`src/rtl/xor_rot_pkg.sv`:
```
// Shared types and helpers for the xor/rotate sweep sequencer.
package xor_rot_pkg;

  typedef enum logic [1:0] {
    IDLE  = 2'd0,
    RUN   = 2'd1,
    DRAIN = 2'd2
  } sweep_state_t;

  // Select width for a rotator of width dw: enough bits to hold dw itself.
  function automatic int sel_w(input int dw);
    return $clog2(dw) + 1;
  endfunction

endpackage

```
`src/rtl/xor_rot_res_slice.sv`:
```
// Result register: loads when empty or when the held result is being taken,
// otherwise holds its contents stable until the downstream handshake.
module xor_rot_res_slice #(
  parameter int DW = 32,
  parameter int SW = 6
) (
  input  logic          clk,
  input  logic          reset,
  input  logic          load_i,
  input  logic [DW-1:0] data_i,
  input  logic [SW-1:0] sel_i,
  input  logic          last_i,
  input  logic          ready_i,
  output logic          can_load_o,
  output logic          valid_o,
  output logic [DW-1:0] data_o,
  output logic [SW-1:0] sel_o,
  output logic          last_o
);

  logic          valid_q;
  logic [DW-1:0] data_q;
  logic [SW-1:0] sel_q;
  logic          last_q;

  assign can_load_o = !valid_q || ready_i;

  always_ff @(posedge clk) begin
    if (reset) begin
      valid_q <= 1'b0;
      data_q  <= '0;
      sel_q   <= '0;
      last_q  <= 1'b0;
    end else if (load_i) begin
      valid_q <= 1'b1;
      data_q  <= data_i;
      sel_q   <= sel_i;
      last_q  <= last_i;
    end else if (valid_q && ready_i) begin
      valid_q <= 1'b0;
    end
  end

  assign valid_o = valid_q;
  assign data_o  = data_q;
  assign sel_o   = sel_q;
  assign last_o  = last_q;

endmodule

```
`src/rtl/xor_rot_sweep_seq.sv`:
```
// Sequencer that sweeps a rotator's SELECT over a commanded range and streams
// each captured result out. Both ports use valid/ready: a transfer happens on
// a rising edge where valid and ready are both high; valid never waits on ready.
module xor_rot_sweep_seq
  import xor_rot_pkg::*;
#(
  parameter int DATA_WIDTH = 32,
  parameter int SEL_W      = sel_w(DATA_WIDTH)
) (
  input  logic                  clk,
  input  logic                  reset,
  input  logic                  cmd_valid,
  output logic                  cmd_ready,
  input  logic [DATA_WIDTH-1:0] cmd_a,
  input  logic [DATA_WIDTH-1:0] cmd_b,
  input  logic [SEL_W-1:0]      cmd_start,
  input  logic [SEL_W-1:0]      cmd_count,
  output logic [DATA_WIDTH-1:0] rot_a,
  output logic [DATA_WIDTH-1:0] rot_b,
  output logic [SEL_W-1:0]      rot_select,
  input  logic [DATA_WIDTH-1:0] rot_out,
  output logic                  res_valid,
  input  logic                  res_ready,
  output logic [DATA_WIDTH-1:0] res_data,
  output logic [SEL_W-1:0]      res_select,
  output logic                  res_last,
  output logic                  busy,
  output logic                  done,
  output logic [1:0]            dbg_state
);

  localparam int IW = SEL_W - 1;

  sweep_state_t          state_q, state_d;
  logic [DATA_WIDTH-1:0] a_q, b_q;
  logic [IW-1:0]         sel_q;
  logic [SEL_W-1:0]      rem_q;
  logic                  zero_done_q;
  logic [SEL_W-1:0]      count_clamped;
  logic                  cmd_fire, cap_en, can_load, res_fire;

  assign count_clamped = (cmd_count > SEL_W'(DATA_WIDTH)) ? SEL_W'(DATA_WIDTH) : cmd_count;
  assign cmd_fire      = cmd_valid && cmd_ready;
  assign cap_en        = (state_q == RUN) && can_load;
  assign res_fire      = res_valid && res_ready;

  always_ff @(posedge clk) begin
    if (reset) state_q <= IDLE;
    else       state_q <= state_d;
  end

  always_comb begin
    state_d = state_q;
    case (state_q)
      IDLE:    if (cmd_fire && (count_clamped != '0)) state_d = RUN;
      RUN:     if (cap_en && (rem_q == SEL_W'(1)))     state_d = DRAIN;
      DRAIN:   if (res_fire)                           state_d = IDLE;
      default: state_d = IDLE;
    endcase
  end

  // done is gated by reset so a sweep discarded mid-flight never reports completion.
  always_comb begin
    cmd_ready = (state_q == IDLE);
    busy      = (state_q != IDLE);
    done      = !reset && (zero_done_q || ((state_q == DRAIN) && res_fire));
    dbg_state = state_q;
  end

  always_ff @(posedge clk) begin
    if (reset) begin
      a_q         <= '0;
      b_q         <= '0;
      sel_q       <= '0;
      rem_q       <= '0;
      zero_done_q <= 1'b0;
    end else begin
      zero_done_q <= cmd_fire && (count_clamped == '0);
      if (cmd_fire) begin
        a_q   <= cmd_a;
        b_q   <= cmd_b;
        sel_q <= IW'(cmd_start);
        rem_q <= count_clamped;
      end else if (cap_en) begin
        sel_q <= sel_q + IW'(1);
        rem_q <= rem_q - SEL_W'(1);
      end
    end
  end

  assign rot_a      = a_q;
  assign rot_b      = b_q;
  assign rot_select = {1'b0, sel_q};

  xor_rot_res_slice #(
    .DW (DATA_WIDTH),
    .SW (SEL_W)
  ) u_res (
    .clk        (clk),
    .reset      (reset),
    .load_i     (cap_en),
    .data_i     (rot_out),
    .sel_i      (rot_select),
    .last_i     (rem_q == SEL_W'(1)),
    .ready_i    (res_ready),
    .can_load_o (can_load),
    .valid_o    (res_valid),
    .data_o     (res_data),
    .sel_o      (res_select),
    .last_o     (res_last)
  );

endmodule
```
`config.mk`:
```
export PLATFORM = sky130hd
export DESIGN_NAME = xor_rot_sweep_seq
export DESIGN_NICKNAME = d
export VERILOG_FILES = /design/src/rtl/xor_rot_pkg.sv /design/src/rtl/xor_rot_res_slice.sv /design/src/rtl/xor_rot_sweep_seq.sv
export SDC_FILE = /design/constraint.sdc
export NUM_CORES = 1
export LEC_CHECK = 0
export ABC_CLOCK_PERIOD_IN_PS = 1250
export BUFFER_PORTS_ARGS = -buffer_cell sky130_fd_sc_hd__buf_2
export CORE_UTILIZATION = 40
export DETAILED_ROUTE_END_ITERATION = 8
export PLACE_DENSITY = 0.75
export SETUP_SLACK_MARGIN = 0.2
export SLEW_MARGIN = 15
export SYNTH_ARGS = -nofsm -noshare
export SYNTH_HDL_FRONTEND = slang
export SYNTH_SLANG_ARGS = --single-unit
```
`constraint.sdc`:
```
create_clock -name clk -period 1.25 [get_ports clk]
set_input_delay 0.125 -clock clk [delete_from_list [all_inputs] [get_ports clk]]
set_output_delay 0.125 -clock clk [all_outputs]
set_load 0.1 [all_outputs]
```
==> results.tsv, run 1 <==
stage	metric	value	unit
placement	DP Wirelength	8950	um
run_status	run status	stopped before the end	
logic_synthesis	Synth top cells by count	215 x nand2_1, 117 x dfxtp_1, 113 x a21oi_1	
clock_tree	Root Driver	clkbuf_8	
logic_synthesis	Seq/Total Area, Yosys	54.5	%
logic_synthesis	Post-synth EDFFs	0	
clock_tree	H-tree Lvls	4	
logic_synthesis	post-synth top area share	54.5	%
logic_synthesis	Main synth FF type	dfxtp_1	
die	Chip Height	106	um
clock_tree	Clock Sinks	117	
clock_tree	post-CTS sizing	748	
clock_tree	hold buffer count at cts	111	
logic_synthesis	cell area after synthesis	0.00430	mm2
clock_tree	Post-CTS Setup Inserts	47	
logic_synthesis	post-synthesis register bit count	117	
die	row cnt	37	
placement	Placer Congestion	0.804	
logic_synthesis	yosys warns	0	
placement	I/O Buffers	223	
logic_synthesis	Avg Cell Area, Syn	7.88	um2
clock_tree	clock buffer count from CTS	17	
clock_tree	CTS Buffer Depth	2	
die	Chip Width	106	um
logic_synthesis	Synth Instances	545	
logic_synthesis	FFs w/ async S/R, synth	0	%
die	Top Ports	227	
placement	DP Cell Count	902	
logic_synthesis	Synth area leaders	dfxtp_1 55%, nand2_1 19%, a21oi_1 13%	
die	initial core utilization	41.4	%
logic_synthesis	Synth cell types	35	
logic_synthesis	cell accounting for the most synthesized area	dfxtp_1	
run_status	Stopped at	4_1_cts	
run_status	Error Message	[ERROR DPL-0038] Utilization greater than 100%, impossible to legalize	
logic_synthesis	most frequent cell after synthesis	nand2_1	
[metrics by stage]
| step | cell area [um2] | setup slack [ns] | hold slack, ns | TNS, ns |
|---|---|---|---|---|
| 2_1_floorplan | 4400 | -0.323 | 0.261 | -16.95 |
| 3_3_place_gp | 6000 | -0.199 | 0.364 | -12.00 |
| 3_5_place_dp | 6000 | -0.251 | 0.370 | -16.34 |
[cells by family after synthesis]
logic type                 share of synthesized area (%)
DFF                                                 54.5
other                                             0.0873
and+or+nand+nor                                     23.2
buffers and inverters                               4.66
adders and majority gates                          0.874
xor gates and xnor gates                           0.204
AOI/OAI and AO/OA                                   16.5
==> inputs of run 2 (changes only) <==
--- a/config.mk
+++ b/config.mk
@@ -5,12 +5,11 @@
 export SDC_FILE = /design/constraint.sdc
 export NUM_CORES = 1
 export LEC_CHECK = 0
-export ABC_CLOCK_PERIOD_IN_PS = 1250
+export ABC_CLOCK_PERIOD_IN_PS = 1600
 export BUFFER_PORTS_ARGS = -buffer_cell sky130_fd_sc_hd__buf_2
 export CORE_UTILIZATION = 40
 export DETAILED_ROUTE_END_ITERATION = 8
-export PLACE_DENSITY = 0.75
-export SETUP_SLACK_MARGIN = 0.2
+export PLACE_DENSITY_LB_ADDON = 0.15
 export SLEW_MARGIN = 15
 export SYNTH_ARGS = -nofsm -noshare
 export SYNTH_HDL_FRONTEND = slang
==> constraint.sdc (replaced) <==
create_clock -name clk -period 1.6 [get_ports clk]
set_input_delay 0.16 -clock clk [delete_from_list [all_inputs] [get_ports clk]]
set_output_delay 0.16 -clock clk [all_outputs]
set_load 0.1 [all_outputs]
==> run 2 against run 1 <==
  * The run now ends clean
  * Synthesized area stayed put
  * Synthesized cell count unchanged
==> results.tsv, run 2 <==
stage	metric	value	unit
clock_tree	CTS Buffer Depth	2	
clock_tree	H-tree Lvls	4	
grt	initial antenna violation count	0	
clock_tree	Root Driver	clkbuf_8	
die	initial core utilization	41.4	%
final_layout	Finished Layout Cells	1019	
logic_synthesis	Main synth FF type	dfxtp_1	
final_layout	# diodes	0	
placement	DP Wirelength	8230	um
pwr	peak supply drop	876	uV
logic_synthesis	Synth cell types	35	
final_layout	most common cell after layout, fill and taps aside	buf_2	
route	DRT Wirelength	13500	um
timing	Slew Limit Fails	0	
grt	grt ovf	0	
logic_synthesis	yosys warns	0	
setup_path	Crit Path Max Fanout	8	
setup_path	flop2flop setup slack	0.11	ns
pwr	total power divided by cell area	1380	mW/mm2
logic_synthesis	cell accounting for the most synthesized area	dfxtp_1	
die	die area	0.0112	mm2
route	detailed-route wire length per cell	13.3	um
route	Via-to-Cell Ratio	4.81	
grt	largest net degree at the start of global routing	44	
grt	vias in the first global route	4850	
setup_path	worst path required time	1.44	ns
final_layout	commonest non-fill, non-tap cells in the layout	219 x buf_2, 215 x nand2_1, 113 x a21oi_1	
timing	setup ws final	0.00442	ns
timing	Final period util	99.7	%
logic_synthesis	Avg Cell Area, Syn	7.88	um2
timing	Fin. Hold Viols	0	
grt	first-pass GRT wire length	21500	um
logic_synthesis	Post-synth EDFFs	0	
timing	RSZ-0062 raised after global routing	true	
setup_path	crit path capture type	primary output	
timing	Slew Limit Headroom	65.8	%
logic_synthesis	post-synth top area share	54.5	%
logic_synthesis	Seq/Total Area, Yosys	54.5	%
setup_path	critical path launch point type	flop	
timing	Worst-Margin Slew	0.517	ns
timing	Max Freq	0.627	GHz
setup_path	Worst EP arrival	1.44	ns
timing	Hold Slack	0.0477	ns
worst_hold_path	Hold Path Class	in2reg	
die	Chip Height	106	um
clock_tree	Clock Latency Late Sink	0.49	ns
placement	I/O Buffers	223	
die	core area	0.0104	mm2
logic_synthesis	cell area after synthesis	0.00430	mm2
clock_tree	TritonCTS clock tree	yes	
route	detailed-route via count	4904	
final_layout	share of cells above drive strength 1	32.4	%
clock_tree	Clock Sinks	117	
run_status	run status	completed	
die	Top Ports	227	
route	DRC viols	0	
logic_synthesis	Synth area leaders	dfxtp_1 55%, nand2_1 19%, a21oi_1 13%	
placement	pre-CTS WS	0.130	ns
clock_tree	Post-CTS Setup Inserts	0	
logic_synthesis	post-synthesis register bit count	117	
route	Routed Antenna Nets	0	
logic_synthesis	most frequent cell after synthesis	nand2_1	
logic_synthesis	Synth top cells by count	215 x nand2_1, 117 x dfxtp_1, 113 x a21oi_1	
clock_tree	clock buffer count from CTS	17	
grt	total track usage	24.0	%
route	1st-iter DRT viols	254	
placement	Placer Congestion	0.792	
die	row cnt	37	
placement	DP Cell Count	881	
timing	Tmin final	1.60	ns
logic_synthesis	Synth Instances	545	
timing	final clock skew	0.00692	ns
setup_path	CP Class	reg2out	
logic_synthesis	FFs w/ async S/R, synth	0	%
route	first-pass iteration count of the detailed router	4	
clock_tree	Worst-path clk slew	0.05	ns
final_layout	Layout area overhead	71.2	%
pwr	Static Leak	3.37	nW
job	max-cap viol count	0	
timing	final setup violation count	0	
die	Chip Width	106	um
final_layout	nets	987	
[run 2: cell counts after synthesis]
No cell type changed its count.
[run 2: area by class of cell]
| cell class | count | area, um2 |
|---|---|---|
| Multi-Input combinational cell | 385 | 1790 |
| Clock buffer | 23 | 519 |
| Sequential cell | 117 | 2360 |
| Inverter | 5 | 22.5 |
| Clock inverter | 7 | 42.5 |
| Tap cell | 136 | 170 |
| Fill cell | 781 | 3020 |
| Timing Repair Buffer | 346 | 2440 |
[run 2: stage by stage]
stage           TNS, ns  util (%)  area [um2]  total power [W]
5_1_grt         -0.0611      70.9        7350           0.0106
3_3_place_gp          0      54.8        5680          0.00647
4_1_cts         -0.0175      70.8        7340           0.0102
2_1_floorplan  -0.00816         -        4330          0.00585
3_5_place_dp          0      54.8        5680          0.00652
6_report              0      70.9        7350           0.0102
[run 2: layer usage]
layer  up-vias  GRT usage, %  part of all wire [%]
li1       2438             -                     -
met1      2237          26.2                    41
met2       189          42.7                    50
met3        40          6.37                   6.2
met4         0          11.8                   3.0
met5         -             0                     0
[run 2: kinds of logic (layout without fill, tap and decap cells)]
group / count (synthesis) / count (layout) / share of synthesized area (%)
fa+ha+maj: 3 / 3 / 0.874
buf+inv: 44 / 381 / 4.66
other cells: 1 / 2 / 0.0873
xor+xnor: 1 / 1 / 0.204
simple gates: 247 / 247 / 23.2
flops: 117 / 117 / 54.5
compound gates: 132 / 132 / 16.5
[run 2: worst paths after layout]
path	cells past startpoint	startpoint	endpoint
worst max-delay path	4	dbg_state[1]$_SDFFE_PP0P_	done
worst min-delay path	4	cmd_start[2]	sel_q[2]$_SDFFE_PP0P_
worst max register to register	5	dbg_state[1]$_SDFFE_PP0P_	sel_q[2]$_SDFFE_PP0P_
worst min register to register	2	rot_b[23]$_SDFFE_PP0P_	rot_b[23]$_SDFFE_PP0P_
[run 2: worst max-delay path, cell delays in order (launching register included)]
cell,delay [ns]
dfxtp_4,0.38
nor2b_4,0.18
a31oi_4,0.10
nor2_4,0.11
buf_12,0.18
[run 2: power by group]
group          leakage, nW  switching, W  internal, W
registers            0.963      0.000161      0.00318
logic                 2.14       0.00256     0.000807
clock network        0.274       0.00124      0.00222
[run 2: timing repair]
| item | in CTS | in global routing |
|---|---|---|
| resized for setup | 4 | 1 |
| pin swaps | 1 | 0 |
| gates cloned | 0 | 0 |
| endpoints found under the hold margin | 107 | 0 |
| hold buffers | 108 | 0 |
| endpoints found under the setup margin | 2 | 1 |
(Power assumes the default switching activity.)
